===== src/rtl/dac_softmute.sv =====
// Soft mute/fade stage between the mixer and the DAC serializer: forwards pop/ack
// with one register of latency and scales each acked sample by a linear Q1.15 gain.
module dac_softmute #(
    parameter int unsigned GAIN_STEP = 128
) (
    input  logic        clk,
    input  logic        rst,
    input  logic        mute_i,
    input  logic [1:0]  pop_i,
    output logic [1:0]  pop_o,
    input  logic [1:0]  ack_i,
    input  logic [23:0] data_i,
    output logic [1:0]  ack_o,
    output logic [23:0] data_o,
    output logic        muted_o,
    output logic        ramping_o
);

    localparam logic [1:0] ST_MUTED     = 2'd0;
    localparam logic [1:0] ST_RAMP_UP   = 2'd1;
    localparam logic [1:0] ST_PLAY      = 2'd2;
    localparam logic [1:0] ST_RAMP_DOWN = 2'd3;

    localparam logic [15:0] GAIN_UNITY = 16'h8000;
    localparam logic [16:0] STEP       = GAIN_STEP[16:0];

    logic [1:0]  state_q, state_d;
    logic [15:0] gain_q, gain_d;
    logic [1:0]  pop_q, ack_q;
    logic [23:0] data_q;
    logic        muted_q, ramping_q;

    logic [16:0] gain_up;
    logic [15:0] gain_dn;
    logic        frame_tick;

    assign frame_tick = ack_i[1];
    assign gain_up    = {1'b0, gain_q} + STEP;
    assign gain_dn    = gain_q - STEP[15:0];

    // Ramps step once per tick in either direction, so a reversal continues
    // from the current gain instead of jumping.
    always_comb begin
        state_d = state_q;
        gain_d  = gain_q;
        if (frame_tick) begin
            case (state_q)
                ST_MUTED: begin
                    if (!mute_i) begin
                        state_d = ST_RAMP_UP;
                        gain_d  = STEP[15:0];
                    end
                end
                ST_PLAY: begin
                    if (mute_i) begin
                        state_d = ST_RAMP_DOWN;
                        gain_d  = gain_dn;
                    end
                end
                default: begin
                    if (!mute_i) begin
                        if (gain_up >= {1'b0, GAIN_UNITY}) begin
                            state_d = ST_PLAY;
                            gain_d  = GAIN_UNITY;
                        end else begin
                            state_d = ST_RAMP_UP;
                            gain_d  = gain_up[15:0];
                        end
                    end else begin
                        if ({1'b0, gain_q} <= STEP) begin
                            state_d = ST_MUTED;
                            gain_d  = 16'd0;
                        end else begin
                            state_d = ST_RAMP_DOWN;
                            gain_d  = gain_dn;
                        end
                    end
                end
            endcase
        end
    end

    // Gain <= 1.0, so bits [38:15] always hold the full floor-shifted result.
    logic signed [41:0] product;
    logic               unused_product;
    assign product        = $signed(data_i) * $signed({2'b00, gain_q});
    assign unused_product = ^{product[41:39], product[14:0]};

    always_ff @(posedge clk or negedge rst) begin
        if (!rst) begin
            state_q   <= ST_MUTED;
            gain_q    <= 16'd0;
            pop_q     <= 2'b00;
            ack_q     <= 2'b00;
            data_q    <= 24'd0;
            muted_q   <= 1'b1;
            ramping_q <= 1'b0;
        end else begin
            state_q   <= state_d;
            gain_q    <= gain_d;
            pop_q     <= pop_i;
            ack_q     <= ack_i;
            data_q    <= product[38:15];
            muted_q   <= (state_d == ST_MUTED);
            ramping_q <= (state_d == ST_RAMP_UP) || (state_d == ST_RAMP_DOWN);
        end
    end

    assign pop_o     = pop_q;
    assign ack_o     = ack_q;
    assign data_o    = data_q;
    assign muted_o   = muted_q;
    assign ramping_o = ramping_q;

endmodule


===== config.mk =====
export PLATFORM = sky130hd
export DESIGN_NAME = dac_softmute
export DESIGN_NICKNAME = d
export VERILOG_FILES = /design/src/rtl/dac_softmute.sv
export SDC_FILE = /design/constraint.sdc
export NUM_CORES = 1
export LEC_CHECK = 0
export BUFFER_PORTS_ARGS = -buffer_cell sky130_fd_sc_hd__buf_2
export CAP_MARGIN = 20
export CORE_MARGIN = 1.5
export CORE_UTILIZATION = 37
export DETAILED_ROUTE_END_ITERATION = 7
export GPL_ROUTABILITY_DRIVEN = 0
export PLACE_DENSITY = 0.61
export SLEW_MARGIN = 25
export SYNTH_ARGS = -nofsm -noshare
export SYNTH_HDL_FRONTEND = slang
export SYNTH_SLANG_ARGS = --single-unit

===== constraint.sdc =====
create_clock -name clk -period 8.45 [get_ports clk]
set_input_delay 0.845 -clock clk [delete_from_list [all_inputs] [get_ports clk]]
set_output_delay 0.845 -clock clk [all_outputs]
set_load 0.005 [all_outputs]

==> metrics.cfg <==
[floorplan]
start_util_pct = 37.8
fp-row-count = 64
coreArea_mm2 = 0.0308
die_w_um = 181
die_y_um = 181
io_pins = 61
dieArea_mm2 = 0.0326

[grt]
grt_pass1_wl_um = 43900
grt_max_degree = 41
track_usage_pct = 16.7
antenna_found_initial = 1
grt-ovfl-total = 0
grt_pass1_vias = 8919

[sta]
setup_violations = 0
rsz0062_at_grt = no
fmax_mhz = 141
skew_ps = 8.24
hold_viol = 0
period_minus_slack_ps = 7090
fin_tns_setup_ps = 0
period_share_pct = 83.9
tightest_slew_ps = 1010
slew_violations = 0
slew_headroom_pct = 32.4

[drt]
drt_first_pass_iters = 5
routedWlPerCell_um = 14.0
drtAntennaViolNets = 0
drcViolationCount = 0
drt_iter0_drc = 317
viasPerCell = 4.59
finalWirelength_um = 24800
route.vias.total = 8126

[yosys]
yosys.area_share.simple_pct = 13.2
yosysUniqueCellTypes = 61
synth_edf_count = 0
syn_avg_cell_area_um2 = 9.33
synth_adder_area_share_pct = 56.5
synth_top_family_by_area = adder cells
yosys.area.top_type = fa_1
yosys_most_used_dff = dfrtp_1
synth_most_common_cell = inv_1
synth_area_mm2 = 0.0117
ys_async_sr_fraction_pct = 100
ys_warn_count = 0
synth_compound_gate_area_share_pct = 7.32
synth_top_area_share_pct = 43.8
muxShareOfSynthArea_pct = 0.0858
synth_area_leaders = fa_1 44%, ha_1 13%, inv_1 10%, dfrtp_1 8.4%, and2_1 5.1%
yosys_register_bits = 40
synthCells = 1250
synth_seq_area_share_pct = 8.59
synth_common_cells = 312 x inv_1, 255 x fa_1, 152 x nand2_1
synthXorXnorAreaFrac_pct = 2.55

[critical_path]
cp-start-kind = flip-flop
cpPeakStageDelay_ps = 680
path_cells = buf_4 -> nand2_1 -> fa_1 -> inv_1 -> fa_1 -> fa_1 -> fa_1 -> fa_1 -> inv_1 -> fa_1 -> inv_1 -> ha_1 -> a21oi_1 -> o21bai_1 -> a21o_1 -> a31oi_1 -> a21boi_1 -> o41ai_1 -> or4_1 -> a2111oi_0 -> nor3b_1
worstPathMaxFanout = 18
cpMaxStageDelayCell = dfrtp_1
crit_path_frequent_cell = fa_1
crit_arrival_ps = 7260
critPathRequiredTime_ps = 8620
path_class = flip-flop to flip-flop
cp-end-kind = flip-flop

[placed_design]
io_buffers = 60
place_area_mm2 = 0.0127
place_inst = 1763
dpl.hpwl_um = 20800

[finish]
design_area_mm2 = 0.0129
final_util_pct = 41.7
drive_gt1_share_pct = 6.47
layout.nets = 1779
syn2layout_area_growth_pct = 10.4
nFillCells = 3041
stdcell_count = 1772

[worst_hold_path]
hp-class = flip-flop to flip-flop

[cts]
htree_levels = 2
max-clock-path-buffers = 2
cts.clk_slew.worst_paths_ps = 70
cts-resized-gates = 0
postCtsHoldBufs = 0
cts_buffers = 5
clock_latency_ps = 300
cts_tree = yes
post_cts_buffers = 0
cts.sinks = 40
cts_root_buf = clkbuf_16

[job]
max_cap_violations = 0

[outcome]
status = finished clean

-- final cells by class --
| type | instances | area (um2) | area share, % |
|---|---|---|---|
| clock buffers | 5 | 125 | 0.972 |
| repair buffers | 67 | 353 | 2.74 |
| clock inverters | 3 | 42.5 | 0.331 |
| diodes | 1 | 2.50 | 0.0194 |
| flip-flops and latches | 40 | 1000 | 7.80 |
| well taps | 396 | 495 | 3.85 |
| multi-input cells | 948 | 9680 | 75.2 |
| inverters | 312 | 1170 | 9.10 |
-- worst max-delay path: cells and delay by family, from the launching register on --
family / cells / cell delay (ps)
simple gates: 3 / 690
compound gates: 7 / 1740
buf+inv: 4 / 500
flops: 1 / 680
fa+ha+maj: 7 / 3300
-- kinds of logic after synthesis --
family          Yosys count
compound gates          119
xor+xnor                 34
fa+ha+maj               374
buf+inv                 363
flops                    40
mux                       1
other cells               2
simple gates            317
-- final timing paths --
path | start | to | slack [ps] | depth (start not counted)
max | gain_q[9] | data_o[23] | 1360 | 21
min | state_q[1] | state_q[1] | 620 | 2
max in group asynchronous | rst | gain_q[13] | 7340 | 2
max reg2reg | gain_q[9] | data_o[23] | 1360 | 21
min reg2reg | state_q[1] | state_q[1] | 620 | 2
min in group asynchronous | rst | data_o[21] | 660 | 2
-- cells in the final DEF (no fill, tap or decap), types with 5 or more instances in the layout --
cell | netlist | layout
o31ai_1 | 5 | 5
nor2_1 | 30 | 30
a21o_1 | 12 | 12
buf_4 | 0 | 7
fa_1 | 255 | 255
and2_1 | 95 | 95
nand2_1 | 152 | 152
a211oi_1 | 6 | 6
inv_1 | 312 | 312
a21oi_1 | 32 | 32
nand3_1 | 8 | 8
clkbuf_16 | 0 | 5
xor2_1 | 8 | 8
o21ai_1 | 8 | 8
dfrtp_1 | 39 | 38
ha_1 | 119 | 119
o21a_1 | 5 | 5
o21bai_1 | 5 | 5
o21ai_0 | 12 | 12
conb_1 | 2 | 103
buf_2 | 0 | 60
xnor2_1 | 26 | 26
-- per-layer routing --
metal / share of wire (%) / vias up / global-route usage, % / wire [um]
met5: 0.048 / - / 0 / 12
met4: 1.3 / 2 / 3.39 / 314
met3: 3.7 / 24 / 2.00 / 908
met2: 50 / 136 / 29.2 / 12400
met1: 45 / 4125 / 22.2 / 11200
li1: - / 3839 / - / -
-- per-stage QoR --
step / hold WS (ps) / setup slack, ps
CTS: 616 / 1280
finish: 618 / 1360
floorplan: 540 / 2090
global placement: 599 / 1400
detailed placement: 593 / 1300
global route: 632 / 1060
-- registers in the layout (all words and copies together), names as in the netlist --
name and cells:
data_o 24, ack_o 2, gain_q 9, state_q 2, pop_o 2, muted_o 1
Power is left out: the tool's default activity adds up to more than one toggle a clock period on the data nets, which glitch-free logic cannot reach.
